===== config.mk =====
export PLATFORM = sky130hd
export DESIGN_NAME = cause_collector_flat
export DESIGN_NICKNAME = d
export VERILOG_FILES = /design/src/rtl/cause_collector_if.sv /design/src/rtl/cause_collector.sv /design/src/flat_wrapper.sv
export SDC_FILE = /design/constraint.sdc
export NUM_CORES = 1
export LEC_CHECK = 0
export ABC_AREA = 0
export BUFFER_PORTS_ARGS = -buffer_cell sky130_fd_sc_hd__buf_4
export CAP_MARGIN = 20
export CORE_MARGIN = 4
export CORE_UTILIZATION = 45
export DETAILED_ROUTE_END_ITERATION = 6
export PLACE_DENSITY = 0.87
export SLEW_MARGIN = 20
export SYNTH_ARGS = -nofsm -noshare
export SYNTH_HDL_FRONTEND = slang
export SYNTH_SLANG_ARGS = --single-unit

===== constraint.sdc =====
create_clock -name clk -period 1.05 [get_ports clk]
set_input_delay 0.21 -clock clk [delete_from_list [all_inputs] [get_ports clk]]
set_output_delay 0.21 -clock clk [all_outputs]
set_load 0.02 [all_outputs]

===== src/rtl/cause_collector_if.sv =====
// cause_collector_if
//   Bundles every signal exchanged between the cause collector and its
//   neighbours (external request lines, internal exception events, the
//   interrupt-stage acknowledge path and the interval timer control).
//   clk and rst remain plain ports on the module that uses this bundle.
//
//   Parameter
//     TIMER_W  width of the interval timer counter / reload value
//
//   Signals
//     ext_irq[14:0]     asynchronous external request lines
//     ev_valid          internal event strobe qualifier
//     ev_ill .. ev_ovf  one-shot internal exception events
//     jisr              interrupt taken this cycle
//     mca[22:0]         masked cause vector fed back for acknowledge
//     tmr_wr, tmr_val   timer reload/counter load
//     tmr_en            timer count enable
//     ca[22:0]          registered cause vector
//     tmr_cnt           current timer count
//
//   Modports
//     master  side that drives the requests and consumes the cause vector
//     slave   the cause collector itself
interface cause_collector_if #(
  parameter int TIMER_W = 32
);
  logic [14:0]        ext_irq;
  logic               ev_valid;
  logic               ev_ill;
  logic               ev_mal;
  logic               ev_pff;
  logic               ev_pfls;
  logic               ev_sysc;
  logic               ev_ovf;
  logic               jisr;
  logic [22:0]        mca;
  logic               tmr_wr;
  logic [TIMER_W-1:0] tmr_val;
  logic               tmr_en;
  logic [22:0]        ca;
  logic [TIMER_W-1:0] tmr_cnt;

  modport master (
    output ext_irq, ev_valid, ev_ill, ev_mal, ev_pff, ev_pfls, ev_sysc, ev_ovf,
    output jisr, mca, tmr_wr, tmr_val, tmr_en,
    input  ca, tmr_cnt
  );

  modport slave (
    input  ext_irq, ev_valid, ev_ill, ev_mal, ev_pff, ev_pfls, ev_sysc, ev_ovf,
    input  jisr, mca, tmr_wr, tmr_val, tmr_en,
    output ca, tmr_cnt
  );
endinterface


===== src/rtl/cause_collector.sv =====
// cause_collector
//   Gathers every interrupt source into the 23-bit cause vector ca:
//     ca[0]      reset cause, sticky until acknowledged
//     ca[6:1]    ill, mal, pff, pfls, sysc, ovf -- one-cycle copies of the
//                qualified internal events, never sticky
//     ca[7]      interval timer expiry, sticky until acknowledged
//     ca[22:8]   rising edges of the synchronised external lines, sticky
//   A sticky bit is acknowledged by jisr together with the matching mca bit;
//   a new set in the same cycle as its acknowledge keeps the bit high.
//
//   Parameters
//     TIMER_W      timer counter / reload width
//     SYNC_STAGES  synchroniser depth for the external lines (>= 2)
//
//   Ports
//     clk  system clock, rising edge
//     rst  asynchronous active-low reset
//     bus  cause_collector_if.slave (requests in, ca / tmr_cnt out)
//
//   Build option
//     CAUSE_TIMER_EN  defined: interval timer and reload register are built.
//                     undefined: ca[7] and tmr_cnt are tied to 0 and the
//                     timer controls are ignored.
module cause_collector #(
  parameter int TIMER_W     = 32,
  parameter int SYNC_STAGES = 2
) (
  input  logic            clk,
  input  logic            rst,
  cause_collector_if.slave bus
);

  localparam int N_EXT = 15;

  logic [SYNC_STAGES-1:0][N_EXT-1:0] sync_q;
  logic [N_EXT-1:0]                  ext_s;
  logic [N_EXT-1:0]                  ext_prev_q;
  logic [N_EXT-1:0]                  ext_rise;
  logic [22:0]                       ack;
  logic [22:0]                       ca_q;
  logic [22:0]                       ca_d;
  logic                              tmr_ca_d;
  logic                              unused_ack;

  // Acknowledge mask: only meaningful in the cycle an interrupt is taken.
  assign ack = {23{bus.jisr}} & bus.mca;

  // Internal causes are reloaded every cycle, so their ack bits are unused.
  assign unused_ack = ^ack[6:1];

  // ---- synchroniser + edge detector ----------------------------------------
  always_ff @(posedge clk or negedge rst) begin
    if (!rst) begin
      sync_q     <= '0;
      ext_prev_q <= '0;
    end else begin
      sync_q[0] <= bus.ext_irq;
      for (int i = 1; i < SYNC_STAGES; i++) begin
        sync_q[i] <= sync_q[i-1];
      end
      ext_prev_q <= ext_s;
    end
  end

  assign ext_s    = sync_q[SYNC_STAGES-1];
  // A held level produces a single event: only the 0->1 step is reported.
  assign ext_rise = ext_s & ~ext_prev_q;

`ifdef CAUSE_TIMER_EN
  logic [TIMER_W-1:0] cnt_q;
  logic [TIMER_W-1:0] reload_q;
  logic               expire;

  // Expiry is the 1->0 step of an enabled count; a write in the same cycle
  // takes priority and suppresses it.
  assign expire = !bus.tmr_wr && bus.tmr_en && (cnt_q == TIMER_W'(1));

  // ---- interval timer ------------------------------------------------------
  always_ff @(posedge clk or negedge rst) begin
    if (!rst) begin
      cnt_q    <= '0;
      reload_q <= '0;
    end else if (bus.tmr_wr) begin
      cnt_q    <= bus.tmr_val;
      reload_q <= bus.tmr_val;
    end else if (bus.tmr_en && (cnt_q != '0)) begin
      cnt_q <= cnt_q - TIMER_W'(1);
    end else if ((cnt_q == '0) && (reload_q != '0)) begin
      // A zero count with a nonzero reload only occurs the cycle after an
      // expiry, giving a period of reload+1 cycles. A zero reload parks the
      // counter at 0 with no further expiries.
      cnt_q <= reload_q;
    end
  end

  assign tmr_ca_d    = expire | (ca_q[7] & ~ack[7]);
  assign bus.tmr_cnt = cnt_q;
`else
  logic unused_tmr;

  assign unused_tmr  = ^{bus.tmr_wr, bus.tmr_val, bus.tmr_en, ack[7]};
  assign tmr_ca_d    = 1'b0;
  assign bus.tmr_cnt = '0;
`endif

  // ---- cause vector next state ---------------------------------------------
  always_comb begin
    ca_d       = '0;
    ca_d[0]    = ca_q[0] & ~ack[0];
    ca_d[6:1]  = {6{bus.ev_valid}} &
                 {bus.ev_ovf, bus.ev_sysc, bus.ev_pfls,
                  bus.ev_pff, bus.ev_mal, bus.ev_ill};
    ca_d[7]    = tmr_ca_d;
    // Set is ORed after the clear so a same-cycle set wins over the ack.
    ca_d[22:8] = ext_rise | (ca_q[22:8] & ~ack[22:8]);
  end

  // ---- cause register ------------------------------------------------------
  always_ff @(posedge clk or negedge rst) begin
    if (!rst) begin
      ca_q <= 23'h000001;
    end else begin
      ca_q <= ca_d;
    end
  end

  assign bus.ca = ca_q;

endmodule


===== src/flat_wrapper.sv =====
// flat-port wrapper written by rule: the top's interface ports become plain ports
module cause_collector_flat 
#(
  parameter int TIMER_W     = 32,
  parameter int SYNC_STAGES = 2
)
  (clk, rst, bus_ext_irq, bus_ev_valid, bus_ev_ill, bus_ev_mal, bus_ev_pff, bus_ev_pfls, bus_ev_sysc, bus_ev_ovf, bus_jisr, bus_mca, bus_tmr_wr, bus_tmr_val, bus_tmr_en, bus_ca, bus_tmr_cnt);
  cause_collector_if #(.TIMER_W(TIMER_W)) bus_i ();
  input  logic clk;
  input  logic rst;
  input wire logic [$bits(bus_i.ext_irq)-1:0] bus_ext_irq;
  input wire logic [$bits(bus_i.ev_valid)-1:0] bus_ev_valid;
  input wire logic [$bits(bus_i.ev_ill)-1:0] bus_ev_ill;
  input wire logic [$bits(bus_i.ev_mal)-1:0] bus_ev_mal;
  input wire logic [$bits(bus_i.ev_pff)-1:0] bus_ev_pff;
  input wire logic [$bits(bus_i.ev_pfls)-1:0] bus_ev_pfls;
  input wire logic [$bits(bus_i.ev_sysc)-1:0] bus_ev_sysc;
  input wire logic [$bits(bus_i.ev_ovf)-1:0] bus_ev_ovf;
  input wire logic [$bits(bus_i.jisr)-1:0] bus_jisr;
  input wire logic [$bits(bus_i.mca)-1:0] bus_mca;
  input wire logic [$bits(bus_i.tmr_wr)-1:0] bus_tmr_wr;
  input wire logic [$bits(bus_i.tmr_val)-1:0] bus_tmr_val;
  input wire logic [$bits(bus_i.tmr_en)-1:0] bus_tmr_en;
  output wire logic [$bits(bus_i.ca)-1:0] bus_ca;
  output wire logic [$bits(bus_i.tmr_cnt)-1:0] bus_tmr_cnt;
  assign bus_i.ext_irq = bus_ext_irq;
  assign bus_i.ev_valid = bus_ev_valid;
  assign bus_i.ev_ill = bus_ev_ill;
  assign bus_i.ev_mal = bus_ev_mal;
  assign bus_i.ev_pff = bus_ev_pff;
  assign bus_i.ev_pfls = bus_ev_pfls;
  assign bus_i.ev_sysc = bus_ev_sysc;
  assign bus_i.ev_ovf = bus_ev_ovf;
  assign bus_i.jisr = bus_jisr;
  assign bus_i.mca = bus_mca;
  assign bus_i.tmr_wr = bus_tmr_wr;
  assign bus_i.tmr_val = bus_tmr_val;
  assign bus_i.tmr_en = bus_tmr_en;
  assign bus_ca = bus_i.ca;
  assign bus_tmr_cnt = bus_i.tmr_cnt;
  cause_collector #(.TIMER_W(TIMER_W), .SYNC_STAGES(SYNC_STAGES)) u_core (.clk(clk), .rst(rst), .bus(bus_i));
endmodule

==> results.sh, run 1 <==
export IMPL_worstRegToRegCells=3
export IMPL_yosysUniqueCellTypes=11
export IMPL_hp_start="bus_mca[0]"
export IMPL_fmax_ghz=0.836
export IMPL_cp_start_kind="flip-flop"
export IMPL_hold_class="in2reg"
export IMPL_fin_ws_ps=-147
export IMPL_die_area_mm2=0.00619
export IMPL_cts_buffers=9
export IMPL_rsz0062_at_grt="true"
export IMPL_num_fill_cells=352
export IMPL_arrival_ps=990
export IMPL_powerDensity_mw_per_mm2=1800
export IMPL_fp_dieH_um=78.7
export IMPL_n_antenna_cell=0
export IMPL_hold_ws_ps=44.3
export IMPL_critPathMaxFanout=2
export IMPL_status="finished with violations"
export IMPL_grt_util_all_layers=0.145
export IMPL_synthTopCellsByArea="dfrtp_1, buf_4, a22o_1"
export IMPL_worstPathCellList="buf_6"
export IMPL_grt_max_degree=30
export IMPL_final_max_slew_viol_count=0
export IMPL_cts_tree="built"
export IMPL_syn2layout_area_growth_pct=43.4
export IMPL_initial_core_util=0.470
export IMPL_gp_congestion=0.644
export IMPL_required_ps=840
export IMPL_grt_pass1_vias=1412
export IMPL_antenna_found_initial=0
export IMPL_cp_slowest_cell="dfstp_2"
export IMPL_crit_cells=1
export IMPL_synthCells=155
export IMPL_io_buffers=62
export IMPL_crit_family="flip-flops"
export IMPL_critPathCaptureType="primary output"
export IMPL_drive_gt1_frac=0.358
export IMPL_fin_crit_ps=1200
export IMPL_clock_skew_ps=7.09
export IMPL_grt_overflow_total=0
export IMPL_vias_per_cell=4.08
export IMPL_ant_nets=0
export IMPL_maxCapViolations=0
export IMPL_die_x_um=78.7
export IMPL_routed_wl_met2_um=2100
export IMPL_wl_met3_um=337
export IMPL_dp_hpwl_um=2620
export IMPL_min_path_cells=2
export IMPL_worst_path_buf_inv=1
export IMPL_crit_type="reg2out"
export IMPL_vias=1334
export IMPL_avgRoutedWirePerCell_um=12.5
export IMPL_synth_area_mm2=0.00225
export IMPL_synth_largest_area_cell="dfrtp_1"
export IMPL_leakage_nw=1.66
export IMPL_grt_pass1_wl_um=6620
export IMPL_final_cell_mix="dfrtp_1, buf_4, conb_1"
export IMPL_synth_seq_area_share=0.746
export IMPL_route_top_layer_used="met4"
export IMPL_met1_length_um=1550
export IMPL_crit_start="u_core.bus.ca[0]$_DFF_PN1_"
export IMPL_clock_latency_ps=330
export IMPL_timing_setup_tns_ps=-406
export IMPL_rr_startpoint="u_core.bus.ca[17]$_DFF_PN0_"
export IMPL_first_pass_iters=4
export IMPL_hold_violations=0
export IMPL_drt_initial_drc_count=21
export IMPL_ys_seq_elements=67
export IMPL_ir_drop_mv=1.08
export IMPL_nNetsFinal=337
export IMPL_drt_wl_total_um=4090
export IMPL_synth_yosys_warnings=0
export IMPL_synth_top_area_share=0.734
export IMPL_final_common_cell="dfrtp_1"
export IMPL_core_rowCount=25
export IMPL_cts_sinks=67
export IMPL_place_inst=283
export IMPL_synth_area_per_cell_um2=14.5
export IMPL_finalSetupViolCount=15
export IMPL_min_period_over_period=1.14
export IMPL_cts_htree_levels=3
export IMPL_clk_path_buf_depth=2
export IMPL_failed_checks="negative setup slack"
export IMPL_drc=0
export IMPL_stdcell_count=327
export IMPL_max_stage_delay_ps=540
export IMPL_core_area_mm2=0.00479
export IMPL_clock_root_buffer="clkbuf_8"
export IMPL_io_pins=137
export IMPL_path_clk_slew_ps=70
## registers in the layout, summed over array words and instances (netlist names)
name               flops
u_core.bus.ca         22
u_core.ext_prev_q     15
u_core.ext_s          15
u_core.sync_q         15
## cell usage after synthesis
library cell / count
buf_6: 1
a22o_1: 15
conb_1: 1
dfstp_2: 1
inv_1: 15
buf_12: 1
nand2_1: 15
dfrtp_1: 66
a21boi_0: 1
buf_4: 33
and2_1: 6
## kinds of logic (layout without fill, tap and decap cells)
group | Yosys count | after routing | synth area share
AOI/OAI and AO/OA | 16 | 16 | 0.0617
buffers and inverters | 50 | 123 | 0.149
DFF | 67 | 67 | 0.746
and+or+nand+nor | 21 | 21 | 0.0417
other | 1 | 33 | 0.00167
## where the power goes
part	internal (mW)	switching, mW
Combinational	0.413	0.384
Sequential	2.75	0.0829
Clock	1.28	0.910
## what timing repair did
action                                 in CTS  in global routing
setup endpoints to repair                  22                 22
pin swaps                                   0                  0
endpoints found under the hold margin      40                  0
hold buffers                               16                  0
gates resized for setup                    22                  0
setup buffers                               9                  3
## cell type report
type	count	area, um^2	share of cell area
multi-input cells	70	357	0.111
repair buffers	92	838	0.260
well taps	67	83.8	0.0260
clock buffers	12	165	0.0512
clock inverters	4	47.5	0.0147
inverters	15	56.3	0.0175
flip-flops and latches	67	1680	0.520
## per-layer routing
layer	vias up	global-route usage
met5	-	0
met3	8	0.0431
met1	644	0.162
li1	621	-
met2	61	0.241
met4	0	0.0944
## worst paths after layout
kind / end / slack (ps)
worst max-delay path: bus_ca[0] / -150
worst min-delay path: u_core.bus.ca[0]$_DFF_PN1_ / 40
worst max register to register: u_core.bus.ca[17]$_DFF_PN0_ / 130
worst min register to register: u_core.ext_s[2]$_DFF_PN0_ / 350
max in group asynchronous: u_core.bus.ca[8]$_DFF_PN0_ / 330
min in group asynchronous: u_core.bus.ca[13]$_DFF_PN0_ / 300
## through the flow
| step | util | worst slack, ps | total power [mW] | instance area [um^2] |
|---|---|---|---|---|
| global placement | 0.560 | 208 | 3.47 | 2680 |
| global route | 0.674 | -175 | 6.07 | 3230 |
| finish | 0.674 | -147 | 5.82 | 3230 |
| floorplan | - | 233 | 3.25 | 2370 |
| CTS | 0.669 | -155 | 5.86 | 3200 |
| detailed placement | 0.560 | 203 | 3.49 | 2680 |
(Power assumes the default switching activity.)
==> run 2: changes to the inputs <==
--- a/config.mk
+++ b/config.mk
@@ -12,6 +12,7 @@
 export CORE_UTILIZATION = 45
 export DETAILED_ROUTE_END_ITERATION = 6
 export PLACE_DENSITY = 0.87
+export SETUP_SLACK_MARGIN = 0.5
 export SLEW_MARGIN = 20
 export SYNTH_ARGS = -nofsm -noshare
 export SYNTH_HDL_FRONTEND = slang
==> results.sh, run 2 (synthesis gave the netlist of run 1 again) <==
export IMPL_grt_util_all_layers=0.137
export IMPL_critPathMaxFanout=2
export IMPL_min_period_over_period=1.13
export IMPL_cp_slowest_cell="dfstp_2"
export IMPL_required_ps=840
export IMPL_core_area_mm2=0.00479
export IMPL_drt_initial_drc_count=18
export IMPL_final_common_cell="dfrtp_1"
export IMPL_clk_path_buf_depth=2
export IMPL_largest_reg_flops=22
export IMPL_drt_wl_total_um=3960
export IMPL_fin_crit_ps=1190
export IMPL_dp_hpwl_um=2600
export IMPL_path_clk_slew_ps=70
export IMPL_core_rowCount=25
export IMPL_preCtsSetupSlack_ps=167
export IMPL_cts_buffers=9
export IMPL_maxCapViolations=0
export IMPL_fin_util=0.666
export IMPL_initial_core_util=0.470
export IMPL_failed_checks="negative hold slack, negative setup slack"
export IMPL_powerDensity_mw_per_mm2=1830
export IMPL_r2r_end="u_core.bus.ca[13]$_DFF_PN0_"
export IMPL_first_pass_iters=4
export IMPL_grt_pass1_wl_um=6270
export IMPL_cts_sinks=67
export IMPL_worst_path_buf_inv=1
export IMPL_cp_start_kind="flip-flop"
export IMPL_finalSetupViolCount=16
export IMPL_critPathCaptureType="primary output"
export IMPL_final_cell_mix="dfrtp_1, buf_4, conb_1, buf_6"
export IMPL_hold_ws_ps=-245
export IMPL_cts_tree="built"
export IMPL_cts_htree_levels=3
export IMPL_grt_overflow_total=0
export IMPL_ir_drop_mv=0.984
export IMPL_clock_latency_ps=320
export IMPL_fmax_ghz=0.842
export IMPL_vias_per_cell=4.11
export IMPL_fp_dieH_um=78.7
export IMPL_vias=1299
export IMPL_status="finished with violations"
export IMPL_die_x_um=78.7
export IMPL_nNetsFinal=326
export IMPL_die_area_mm2=0.00619
export IMPL_drc=0
export IMPL_clock_skew_ps=4.85
export IMPL_grt_pass1_vias=1356
export IMPL_regToRegSetupSlack_ps=120
export IMPL_syn2layout_area_growth_pct=41.8
export IMPL_timing_setup_tns_ps=-556
export IMPL_io_pins=137
export IMPL_gp_congestion=0.703
export IMPL_antenna_found_initial=0
export IMPL_rr_startpoint="u_core.bus.ca[13]$_DFF_PN0_"
export IMPL_rsz0062_at_grt="true"
export IMPL_ant_nets=0
export IMPL_worstPathCellList="buf_6"
export IMPL_p_total_mw=5.84
export IMPL_avgRoutedWirePerCell_um=12.5
export IMPL_crit_end="bus_ca[0]"
export IMPL_fin_ws_ps=-138
export IMPL_clock_root_buffer="clkbuf_8"
export IMPL_n_antenna_cell=0
export IMPL_crit_family="flip-flops"
export IMPL_crit_cells=1
export IMPL_final_max_slew_viol_count=0
export IMPL_worstRegToRegCells=3
export IMPL_hold_class="in2async"
export IMPL_grt_max_degree=27
export IMPL_leakage_nw=1.63
export IMPL_hold_violations=30
export IMPL_max_stage_delay_ps=540
export IMPL_crit_start="u_core.bus.ca[0]$_DFF_PN1_"
export IMPL_arrival_ps=980
export IMPL_crit_type="reg2out"
export IMPL_io_buffers=62
export IMPL_drive_gt1_frac=0.494
==> run 2: changes by cell type in the layout (fill, tap and decap cells not counted), sizes merged <==
cell         before  now
dlygate4sd3      16    0
buf              76   81
==> run 2: worst min-delay path by stage <==
stage,startpoint,endpoint,slack [ps],cells past startpoint
2_1_floorplan,rst,u_core.bus.ca[10]$_DFF_PN0_,-90,0
3_3_place_gp,rst,u_core.ext_prev_q[12]$_DFF_PN0_,100,1
3_5_place_dp,rst,u_core.ext_s[12]$_DFF_PN0_,110,1
4_1_cts,rst,u_core.ext_s[12]$_DFF_PN0_,-260,1
5_1_grt,rst,u_core.ext_s[12]$_DFF_PN0_,-250,1
6_report,rst,u_core.ext_s[12]$_DFF_PN0_,-240,1
==> run 2: where the power goes <==
group	switching, mW	total [mW]	leakage [nW]	internal (mW)
clock	0.887	2.17	0.108	1.28
combinational	0.391	0.820	0.749	0.429
sequential	0.0892	2.85	0.768	2.76
total	1.37	5.84	1.63	4.47
==> run 2: stage by stage <==
step                cells  instance area [um^2]
floorplan             187                  2420
global placement      283                  2730
detailed placement    283                  2730
CTS                   306                  3090
global route          316                  3190
finish                316                  3190
==> run 2: per-layer routing <==
metal,global-route usage,up-vias,part of all wire
li1,-,599,-
met1,0.145,621,0.35
met2,0.226,66,0.53
met3,0.0510,13,0.088
met4,0.0962,0,0.036
met5,0,-,0
==> run 2: layout make-up <==
| class | instances | area [um^2] |
|---|---|---|
| well taps | 67 | 83.8 |
| clock inverters | 4 | 47.5 |
| multi-input cells | 70 | 383 |
| fillers | 351 | 1600 |
| flip-flops and latches | 67 | 1700 |
| repair buffers | 81 | 757 |
| clock buffers | 12 | 165 |
| inverters | 15 | 56.3 |
==> run 2: what timing repair did <==
action,in CTS,in global routing
setup buffers,7,10
endpoints found under the hold margin,33,31
endpoints found under the setup margin,38,39
pin swaps,5,3
resized for setup,26,7
==> run 3: changes to the inputs <==
--- a/config.mk
+++ b/config.mk
@@ -9,9 +9,10 @@
 export BUFFER_PORTS_ARGS = -buffer_cell sky130_fd_sc_hd__buf_4
 export CAP_MARGIN = 20
 export CORE_MARGIN = 4
-export CORE_UTILIZATION = 45
+export CORE_UTILIZATION = 47
+export CTS_BUF_LIST = sky130_fd_sc_hd__clkbuf_4
 export DETAILED_ROUTE_END_ITERATION = 6
-export PLACE_DENSITY = 0.87
+export PLACE_DENSITY = 0.9
 export SETUP_SLACK_MARGIN = 0.5
 export SLEW_MARGIN = 20
 export SYNTH_ARGS = -nofsm -noshare
==> results.sh, run 3 (synthesis gave the netlist of run 1 again) <==
export IMPL_arrival_ps=1040
export IMPL_clk_path_buf_depth=2
export IMPL_max_stage_delay_ps=550
export IMPL_cts_htree_levels=3
export IMPL_first_pass_iters=4
export IMPL_hold_violations=67
export IMPL_crit_type="reg2out"
export IMPL_critPathCaptureType="primary output"
export IMPL_crit_family="flip-flops"
export IMPL_final_common_cell="dfrtp_1"
export IMPL_timing_setup_tns_ps=-1980
export IMPL_fin_ws_ps=-197
export IMPL_hold_class="in2async"
export IMPL_core_rowCount=24
export IMPL_grt_max_degree=68
export IMPL_p_total_mw=5.23
export IMPL_clock_skew_ps=11.1
export IMPL_clock_latency_ps=390
export IMPL_n_antenna_cell=0
export IMPL_antenna_found_initial=0
export IMPL_leakage_nw=1.63
export IMPL_rsz0062_at_grt="true"
export IMPL_cts_buffers=9
export IMPL_required_ps=840
export IMPL_grt_pass1_vias=1408
export IMPL_ant_nets=0
export IMPL_grt_pass1_wl_um=6800
export IMPL_path_clk_slew_ps=100
export IMPL_io_pins=137
export IMPL_final_cell_mix="dfrtp_1, buf_4, conb_1"
export IMPL_num_fill_cells=318
export IMPL_powerDensity_mw_per_mm2=1640
export IMPL_core_area_mm2=0.00450
export IMPL_avgRoutedWirePerCell_um=13.7
export IMPL_fp_dieH_um=77.2
export IMPL_ir_drop_mv=1.01
export IMPL_maxCapViolations=0
export IMPL_critPathMaxFanout=2
export IMPL_drt_initial_drc_count=62
export IMPL_min_period_over_period=1.19
export IMPL_final_max_slew_viol_count=0
export IMPL_regToRegSetupSlack_ps=130
export IMPL_regArea_mm2=0.00170
export IMPL_syn2layout_area_growth_pct=42.0
export IMPL_multi_input_area_um2=383
export IMPL_initial_core_util=0.499
export IMPL_vias=1361
export IMPL_vias_per_cell=4.35
export IMPL_finalSetupViolCount=22
export IMPL_die_x_um=77.2
export IMPL_hold_ws_ps=-188
export IMPL_cp_slowest_cell="dfstp_2"
export IMPL_io_buffers=62
export IMPL_cts_sinks=67
export IMPL_worst_path_buf_inv=1
export IMPL_drc=0
export IMPL_failed_checks="negative hold slack, negative setup slack"
export IMPL_status="finished with violations"
export IMPL_grt_overflow_total=0
export IMPL_clock_root_buffer="clkbuf_4"
export IMPL_fin_crit_ps=1250
export IMPL_gp_congestion=0.693
export IMPL_die_area_mm2=0.00596
export IMPL_largest_reg_flops=22
export IMPL_worstPathCellList="buf_6"
export IMPL_nNetsFinal=338
export IMPL_fmax_ghz=0.802
export IMPL_cts_tree="built"
export IMPL_drt_wl_total_um=4290
export IMPL_drive_gt1_frac=0.448
export IMPL_dp_hpwl_um=2670
export IMPL_grt_util_all_layers=0.153
export IMPL_cp_start_kind="flip-flop"
export IMPL_preCtsSetupSlack_ps=146
[run 3: cell types whose count changed in the layout (fill, tap and decap cells not counted)]
cell and delta:
clkbuf_8 -12, buf_12 -1, dlygate4sd3_1 +15, clkinv_1 +3, clkinvlp_4 -1, buf_6 -2, clkinv_2 -1, clkbuf_4 +11
[run 3: path summary, 6_finish.rpt]
kind | startpoint | endpoint | cells past startpoint
max | u_core.bus.ca[0]$_DFF_PN1_ | bus_ca[0] | 1
min | rst | u_core.ext_prev_q[12]$_DFF_PN0_ | 2
max reg2reg | u_core.bus.ca[18]$_DFF_PN0_ | u_core.bus.ca[18]$_DFF_PN0_ | 3
min reg2reg | u_core.sync_q[5]$_DFF_PN0_ | u_core.ext_s[5]$_DFF_PN0_ | 0
max in group asynchronous | rst | u_core.bus.ca[0]$_DFF_PN1_ | 2
min in group clk | bus_mca[0] | u_core.bus.ca[0]$_DFF_PN1_ | 2
[run 3: routing by layer]
layer  vias to the layer above  wire length (um)  part of all wire  GRT usage
li1                        625                 -                 -          -
met1                       660              1580              0.37      0.168
met2                        68              2280              0.53      0.259
met3                         8               326             0.076     0.0457
met4                         0               100             0.023     0.0961
met5                         -                 0                 0          0
[run 3: stage by stage]
step	utilization	area [um^2]	cells
final	0.709	3190	313
after global routing	0.709	3190	313
after CTS	0.665	3000	294
after detailed placement	0.596	2690	267
after global placement	0.596	2690	267
after floorplan	-	2420	187
[run 3: what timing repair did]
action | 4_1_cts | 5_1_grt
setup endpoints to repair | 38 | 41
pin swaps | 6 | 1
hold endpoints to repair | 83 | 82
gates resized for setup | 25 | 6
setup buffers | 9 | 6
hold buffers | 2 | 13
[run 3: final cells by class]
class / count / area share
inverters: 15 / 0.0176
well taps: 52 / 0.0204
flip-flops and latches: 67 / 0.531
clock inverters: 5 / 0.0145
multi-input cells: 70 / 0.120
clock buffers: 11 / 0.0259
repair buffers: 93 / 0.271
[run 3: where the power goes]
part	internal, mW	total, mW	switching (mW)	leakage (nW)
logic	0.430	0.827	0.396	0.790
clock network	0.755	1.56	0.803	0.0734
registers	2.76	2.84	0.0881	0.768
